### src/rtl/dual_pulse_monitor.sv
// Two-channel pulse monitor: sync, edge detect, rise counting and
// pulse-width records offered on a valid/ready stream.
module dual_pulse_monitor #(
  parameter int CNT_W   = 8,
  parameter int WIDTH_W = 8
) (
  input  logic               clk,
  input  logic               rst,
  input  logic               p1y,
  input  logic               p2y,
  input  logic               clr,
  output logic               p1y_s,
  output logic               p2y_s,
  output logic               p1_rise,
  output logic               p1_fall,
  output logic               p2_rise,
  output logic               p2_fall,
  output logic [CNT_W-1:0]   p1_cnt,
  output logic [CNT_W-1:0]   p2_cnt,
  output logic               rec_valid,
  input  logic               rec_ready,
  output logic               rec_ch,
  output logic [WIDTH_W-1:0] rec_width,
  output logic               rec_ovf,
  output logic [1:0]         drop
);

  localparam logic [CNT_W-1:0]   CMAX = '1;
  localparam logic [CNT_W-1:0]   CONE = CNT_W'(1);
  localparam logic [WIDTH_W-1:0] WMAX = '1;
  localparam logic [WIDTH_W-1:0] WONE = WIDTH_W'(1);

  logic [1:0]         r_meta;
  logic [1:0]         r_sync;
  logic [1:0]         r_prev;
  logic [CNT_W-1:0]   r_cnt [2];
  logic [WIDTH_W-1:0] r_wid [2];
  logic [1:0]         r_wovf;
  logic [1:0]         r_hv;
  logic [WIDTH_W-1:0] r_hw [2];
  logic [1:0]         r_ho;
  logic [1:0]         r_drop;
  logic               r_prio;
  logic               r_lock;
  logic               r_lock_ch;

  logic [1:0] w_in;
  logic [1:0] w_rise;
  logic [1:0] w_fall;
  logic [1:0] w_xfer;
  logic       w_sel;

  assign w_in   = {p2y, p1y};
  assign w_rise = r_sync & ~r_prev;
  assign w_fall = ~r_sync & r_prev;

  // A stalled record keeps its channel even if the other one fills up.
  always_comb begin
    w_sel = r_hv[1];
    if (r_lock) begin
      w_sel = r_lock_ch;
    end else if (r_hv[0] && r_hv[1]) begin
      w_sel = r_prio;
    end
  end

  assign rec_valid = |r_hv;
  assign rec_ch    = w_sel;
  assign rec_width = r_hw[w_sel];
  assign rec_ovf   = r_ho[w_sel];
  assign w_xfer[0] = rec_valid & rec_ready & ~w_sel;
  assign w_xfer[1] = rec_valid & rec_ready & w_sel;

  assign p1y_s   = r_sync[0];
  assign p2y_s   = r_sync[1];
  assign p1_rise = w_rise[0];
  assign p1_fall = w_fall[0];
  assign p2_rise = w_rise[1];
  assign p2_fall = w_fall[1];
  assign p1_cnt  = r_cnt[0];
  assign p2_cnt  = r_cnt[1];
  assign drop    = r_drop;

  always_ff @(posedge clk or posedge rst) begin
    if (rst) begin
      r_meta    <= '0;
      r_sync    <= '0;
      r_prev    <= '0;
      r_wovf    <= '0;
      r_hv      <= '0;
      r_ho      <= '0;
      r_drop    <= '0;
      r_prio    <= 1'b0;
      r_lock    <= 1'b0;
      r_lock_ch <= 1'b0;
      for (int c = 0; c < 2; c++) begin
        r_cnt[c] <= '0;
        r_wid[c] <= '0;
        r_hw[c]  <= '0;
      end
    end else begin
      r_meta <= w_in;
      r_sync <= r_meta;
      r_prev <= r_sync;
      for (int c = 0; c < 2; c++) begin
        if (clr) begin
          r_cnt[c] <= '0;
        end else if (w_rise[c] && r_cnt[c] != CMAX) begin
          r_cnt[c] <= r_cnt[c] + CONE;
        end

        if (w_rise[c]) begin
          r_wid[c] <= WONE;
        end else if (w_fall[c]) begin
          r_wid[c]  <= '0;
          r_wovf[c] <= 1'b0;
        end else if (r_sync[c]) begin
          if (r_wid[c] == WMAX) begin
            r_wovf[c] <= 1'b1;
          end else begin
            r_wid[c] <= r_wid[c] + WONE;
          end
        end

        if (w_fall[c] && (!r_hv[c] || w_xfer[c])) begin
          r_hv[c] <= 1'b1;
          r_hw[c] <= r_wid[c];
          r_ho[c] <= r_wovf[c];
        end else if (w_xfer[c]) begin
          r_hv[c] <= 1'b0;
        end

        if (w_fall[c] && r_hv[c] && !w_xfer[c]) begin
          r_drop[c] <= 1'b1;
        end else if (clr) begin
          r_drop[c] <= 1'b0;
        end
      end
      if (|w_xfer) begin
        r_prio <= ~r_prio;
      end
      r_lock    <= rec_valid & ~rec_ready;
      r_lock_ch <= w_sel;
    end
  end

endmodule
### config.mk
export PLATFORM = sky130hd
export DESIGN_NAME = dual_pulse_monitor
export DESIGN_NICKNAME = d
export VERILOG_FILES = /design/src/rtl/dual_pulse_monitor.sv
export SDC_FILE = /design/constraint.sdc
export NUM_CORES = 1
export LEC_CHECK = 0
export BUFFER_PORTS_ARGS = -buffer_cell sky130_fd_sc_hd__clkbuf_2
export CORE_ASPECT_RATIO = 0.5
export CORE_MARGIN = 1.5
export CORE_UTILIZATION = 50
export CTS_CLUSTER_SIZE = 30
export DETAILED_ROUTE_END_ITERATION = 7
export PLACE_DENSITY = 0.73
export SYNTH_ARGS = -nofsm -noshare
export SYNTH_HDL_FRONTEND = slang
export SYNTH_SLANG_ARGS = --single-unit
### constraint.sdc
create_clock -name clk -period 2.23 [get_ports clk]
set_input_delay 0.223 -clock clk [delete_from_list [all_inputs] [get_ports clk]]
set_output_delay 0.223 -clock clk [all_outputs]
set_load 0.05 [all_outputs]
==> metrics, run 1 <==
Post-CTS Setup Bufs=0; DIE HEIGHT=59.2 µm; clock skew=0.00338 ns; Starting Density=51.9%; worst-path cell chain=inv_1 -> nor2_1 -> o31ai_4 -> buf_4 -> mux2_1 -> clkbuf_2; Critical Path RT=around 2 ns; CP Max Fanout=11; commonest non-fill, non-tap cell in the layout=dfrtp_1; first-pass GRT wire length=10,800 µm; Hold Path Class=primary input to flip-flop; Worst Path Buf+Inv=3; ANT nets after route=0; total gr overflow=0; clock period minus worst slack=approximately 2.1 ns; Die X=115 µm; hold path depth=2; CTS tree=built; Slew @ Worst Pin=1.03 ns; routed wire length=6270 µm; Core ar.=0.00608 mm²; Port-buffer cells=40; Clock power frac=39.9%; via count=2,350; Crit-path slowest cell=dfrtp_1; post-route cell area=0.00380 mm²; period utilization=94.9%; Post-DP Area=0.00346 mm²; switch share=between 30% and 40%; CTS Buf Count=9; row count=20; mapped cell area=0.00316 mm²; Switch Pwr=0.00110 W; Final Setup Violations=0; clk sink count=65; Iteration-0 DRC Markers=198; peak supply drop=~400 µV; diode count=0; Yosys cell types=48; clock buffer depth=2; combinational power share=20.1%; DR pass1 iterations=4; syn_area_per_cell=10.7 µm²; HPWL after DPL=4400 µm; vias in the first global route=roughly 2,300; outcome=finished clean; Rel. slew slack=31.3%; Max Fclk=0.472 GHz; Yosys warning total=0; CP endpoint kind=primary output; root buf cell=clkbuf_16; total negative slack=0 ns; Worst Reg-to-Reg Cells=4; share of cells above drive strength 1=22.8%; CP top delay family=buffers and inverters; clock insertion delay at the later pin of the skew report=between 0.3 and 0.4 ns; worst stage delay on the critical path=0.37 ns; synthesized flop and latch total=65; Syn Inst Count=294; Routed WL per cell=14.4 µm; largest cells by area after synthesis=dfrtp_1 52%, mux2_1 6.1%, mux2_4 4.3%; Fillers=between 400 and 500; most frequent cells in the layout=64 x dfrtp_1, 40 x clkbuf_2, 26 x nor2_1; Clock transition at path regs=about 0.050 ns; CP startpoint kind=flip-flop; Final Slew Violations=0; DRC=0; Area Overhead vs Synth=20.3%; critical path class=flip-flop to primary output; worst reg2reg setup slack=0.22 ns; cell-internal power=0.00244 W; global placer's final weighted congestion=0.828; DR vias/cell=5.41; nets=about 360; CP arrival=1.89 ns; final hold violations=0; GRT Resource Usage Total=21.2%; power per cell area=930 mW/mm²; Ports=41; CTS resizes=0; Hold Buf Count CTS=3; share of power burned in registers=39.9%; Mapped Nets=310; Lkg Pwr=~1.8 nW; overall power=0.00353 W; post-synthesis sequential area ratio=a little over 50%; largest net degree at the start of global routing=50; Critical Path Stages=6; antenna violations before repair=0; die area=0.00683 mm²; RSZ-0062 raised after global routing=false; Synth top area share=51.5%; H-tree lvl count=3; max_cap viols=0; area leader, netlist=dfrtp_1
[per-layer routing]
layer | up-vias | global-route usage (%) | part of all wire (%)
met4 | 0 | 6.70 | 0.94
li1 | 1140 | - | -
met3 | 7 | 7.46 | 4.5
met1 | 1151 | 27.9 | 48
met5 | - | 0 | 0
met2 | 52 | 33.2 | 47
[registers in the layout, indices dropped and copies added (netlist names)]
register,flops
p1_cnt,8
r_hv,2
r_hw,16
r_sync,2
r_lock_ch,1
r_lock,1
r_wovf,2
r_prio,1
r_wid,16
drop,2
r_ho,2
r_prev,2
p2_cnt,8
r_meta,2
[power groups by stage]
stage	Sequential (W)	Clock, W	Combinational [W]
finish	0.00141	0.00141	0.000711
floorplan	0.00143	0	0.000537
global route	0.00143	0.00150	0.000767
detailed placement	0.00143	0	0.000709
global placement	0.00142	0	0.000693
CTS	0.00141	0.00144	0.000720
[cell families (layout without fill, tap and decap cells)]
logic type,after synthesis,count (layout),synth area share [%]
compound gates,66,66,13.4
xor+xnor,6,6,1.66
fa+ha+maj,10,10,3.96
buf+inv,25,77,3.29
flops,65,65,51.5
mux,29,29,11.3
simple gates,93,93,14.9
[layout make-up]
type	count	area [µm²]	area share, %
clock buffer	10	239	6.29
multi-input combinational	204	1430	37.6
inverter	14	52.6	1.38
clock inverter	6	67.6	1.78
timing repair buffer	47	273	7.18
tap	88	110	2.90
sequential	65	1630	42.8
[Yosys cell counts (all sizes together)]
| cell type | instances |
|---|---|
| o21ai | 25 |
| xnor2 | 1 |
| nand3 | 11 |
| o22ai | 1 |
| clkbuf | 6 |
| o41ai | 1 |
| inv | 14 |
| buf | 5 |
| mux2 | 27 |
| or4 | 1 |
| nand4 | 4 |
| a211oi | 3 |
| o21bai | 1 |
| a31oi | 5 |
| and3 | 6 |
| o31ai | 10 |
| nor2 | 26 |
| dfrtp | 65 |
| or2 | 4 |
| o211ai | 1 |
| a41o | 1 |
| and4 | 4 |
| nor3 | 3 |
| nand3b | 1 |
| a31o | 2 |
| or3 | 1 |
| or3b | 1 |
| nor2b | 5 |
| nand2b | 5 |
| a2bb2oi | 1 |
| mux2i | 2 |
| a311oi | 2 |
| a21oi | 13 |
| xor2 | 5 |
| ha | 10 |
| and2 | 2 |
| nand2 | 19 |
[worst paths after layout]
path	from	end
min in group asynchronous	rst	r_hw[9]$_DFFE_PP0P_
worst min-delay path	rec_ready	r_lock$_DFF_PP0_
worst max register to register	r_lock$_DFF_PP0_	r_hw[0]$_DFFE_PP0P_
worst min register to register	r_meta[1]$_DFF_PP0_	r_sync[1]$_DFF_PP0_
worst max-delay path	r_hv[0]$_DFFE_PP0P_	rec_width[5]
max in group asynchronous	rst	r_sync[1]$_DFF_PP0_
[through the flow]
step	setup slack [ns]	std cells	hold slack, ns	util [%]
floorplan	0.0989	294	0.254	-
global placement	0.325	415	0.199	57.0
detailed placement	0.220	415	0.207	57.0
CTS	0.0958	434	0.0978	62.5
global route	0.0424	434	0.122	62.5
finish	0.113	434	0.109	62.5
(Power assumes the default switching activity.)
==> run 2, diff against run 1 <==
CORE_MARGIN = unset   (was 1.5)
PLACE_DENSITY = 0.75   (was 0.73)
clock period = 1.9 ns   (was 2.23 ns; I/O delays follow)
==> metrics, run 2 (synthesis results as in run 1) <==
Starting Density=51.9% (unchanged); critical path class=flip-flop to primary output; global placer's final weighted congestion=0.811 (-2.1%); Regs by FF count=r_hw: 16 flops, r_wid: 16 flops; share of power burned in registers=34.4% (-5.5 points); CTS Buf Count=9 (unchanged); most used cell, CP=buf_6; switch share=28.4% (-2.6 points); CP endpoint kind=primary output; GRT Resource Usage Total=24.0% (+2.8 points); root buf cell=clkbuf_16; clock buffer depth=2 (unchanged); Worst Path Buf+Inv=3 (unchanged); CP top delay family=buffers and inverters; clock skew=0.00375 ns (+0.000370 ns); clk sink count=65 (unchanged); die area=0.00666 mm² (-2.5%); Routed WL per cell=16.0 µm (+11%); area of the multi-input gates=0.00151 mm² (+5.9%); total gr overflow=0 (unchanged); Core ar.=0.00608 mm² (unchanged); Lkg Pwr=1.96 nW (+7.0%); final worst slack=-0.135 ns (-0.248 ns); Ports=41 (unchanged); clock period minus worst slack=about 2.0 ns; post-route cell area=0.00414 mm² (+8.9%); Post-DP Area=0.00354 mm² (+2.1%); CP Max Fanout=6 (-5); DR vias/cell=5.51 (+1.8%); peak supply drop=530 µV (+32%); HPWL after DPL=4530 µm (+2.9%); Crit-path slowest cell=dfrtp_1; period utilization=107%; Area Overhead vs Synth=31.0%; H-tree lvl count=3 (unchanged); max_cap viols=0 (unchanged); Port-buffer cells=40 (unchanged); Rel. slew slack=57.9% (+27 points); cell-internal power=0.00344 W (+41%); Clock power frac=41.9% (+2.0 points); commonest non-fill, non-tap cell in the layout=dfrtp_1; RSZ-0062 raised after global routing=true; ANT nets after route=0 (unchanged); vias in the first global route=2,390 (+5.7%); share of cells above drive strength 1=30.1% (+7.2 points); Max Fclk=0.491 GHz; Hold Path Class=primary input to flip-flop; total negative slack=-0.899 ns (-0.899 ns); Critical Path RT=1.71 ns (-0.30 ns); diode count=0 (unchanged); violated checks=negative setup slack; outcome=finished, violations left; Fillers=443 (-8.7%); via count=2,448 (+4.2%); first-pass GRT wire length=11,800 µm (+8.9%); combinational power share=23.7% (+3.6 points); register area=0.00163 mm² (about the same); most frequent cells in the layout=63 x dfrtp_1, 31 x clkbuf_2, 25 x nor2_1; CTS tree=built; DRC=0 (unchanged); largest net degree at the start of global routing=66 (+32%); Switch Pwr=0.00136 W (+24%); DR pass1 iterations=4 (unchanged); CP startpoint kind=flip-flop; final hold violations=0 (unchanged); row count=20 (unchanged); power per cell area=1160 mW/mm² (+25%); Clock transition at path regs=0.05 ns (about the same); Final Slew Violations=0 (unchanged); clock insertion delay at the later pin of the skew report=0.32 ns (about the same); antenna violations before repair=0 (unchanged); Die X=114 µm (-0.87%); nets=367 (+2.8%); CP arrival=1.84 ns (-0.05 ns); Iteration-0 DRC Markers=91 (-54%); worst-path cell chain=buf_6 -> o31ai_4 -> buf_6 -> mux2_4 -> clkbuf_16; worst stage delay on the critical path=0.39 ns (+0.02 ns); routed wire length=7110 µm (+13%); Final Setup Violations=9 (+9); Slew @ Worst Pin=0.629 ns (-0.399 ns); DIE HEIGHT=58.2 µm (-1.7%)
-- run 2: cell types whose count changed in the layout (fill, tap and decap cells not counted), sizes merged --
cell / change
bufinv: +3
clkbuf: -9
clkinvlp: -2
buf: +18
-- run 2: what timing repair did --
action	in CTS	in global routing
endpoints found under the hold margin	67	0
setup endpoints to repair	18	12
pin swaps	1	2
setup buffers	4	1
resized for setup	35	10
gates cloned	1	0
hold buffers	3	0
-- run 2: metal layers --
metal	part of all wire, %	up-vias	track usage, %	wire (µm)
met5	0	-	0	0
met4	2.5	0	11.1	176
met3	4.3	18	6.38	303
met2	49	79	39.7	3500
met1	44	1181	30.0	3120
li1	-	1170	-	-
-- run 2: area by class of cell --
type,instances,area share [%]
multi-input cells,204,36.6
inverters,14,1.27
repair buffers,57,11.2
flip-flops and latches,65,39.4
clock inverters,7,3.45
well taps,88,2.66
clock buffers,9,5.44
-- run 2: path summary, 6_finish.rpt --
path | start | endpoint | slack [ns] | cells after the start
max | r_lock$_DFF_PP0_ | rec_ovf | -0.13 | 5
min | rec_ready | r_lock$_DFF_PP0_ | 0.11 | 2
max reg2reg | r_wid[8]$_DFFE_PP0P_ | r_wid[15]$_DFFE_PP0P_ | 0.10 | 5
min reg2reg | r_meta[0]$_DFF_PP0_ | r_sync[0]$_DFF_PP0_ | 0.35 | 0
max in group asynchronous | rst | r_sync[1]$_DFF_PP0_ | 1.15 | 4
min in group asynchronous | rst | p1_cnt[0]$_DFFE_PP0P_ | 0.46 | 4
-- run 2: per-stage QoR --
step | utilization [%] | total power (W) | instances | worst slack (ns) | hold slack [ns]
2_1_floorplan | - | 0.00233 | 294 | -0.0605 | 0.221
3_3_place_gp | 58.1 | 0.00251 | 419 | 0.0229 | 0.267
3_5_place_dp | 58.1 | 0.00255 | 419 | -0.0365 | 0.274
4_1_cts | 67.6 | 0.00480 | 443 | -0.125 | 0.108
5_1_grt | 68.0 | 0.00500 | 444 | -0.182 | 0.120
6_report | 68.0 | 0.00480 | 444 | -0.135 | 0.105
-- run 2: power by group through the flow --
stage | sequential [W] | clock, W | combinational [W]
after floorplan | 0.00168 | 0 | 0.000654
after global placement | 0.00165 | 0 | 0.000862
after detailed placement | 0.00166 | 0 | 0.000888
after CTS | 0.00165 | 0.00205 | 0.00110
after global routing | 0.00167 | 0.00211 | 0.00122
final | 0.00165 | 0.00201 | 0.00114
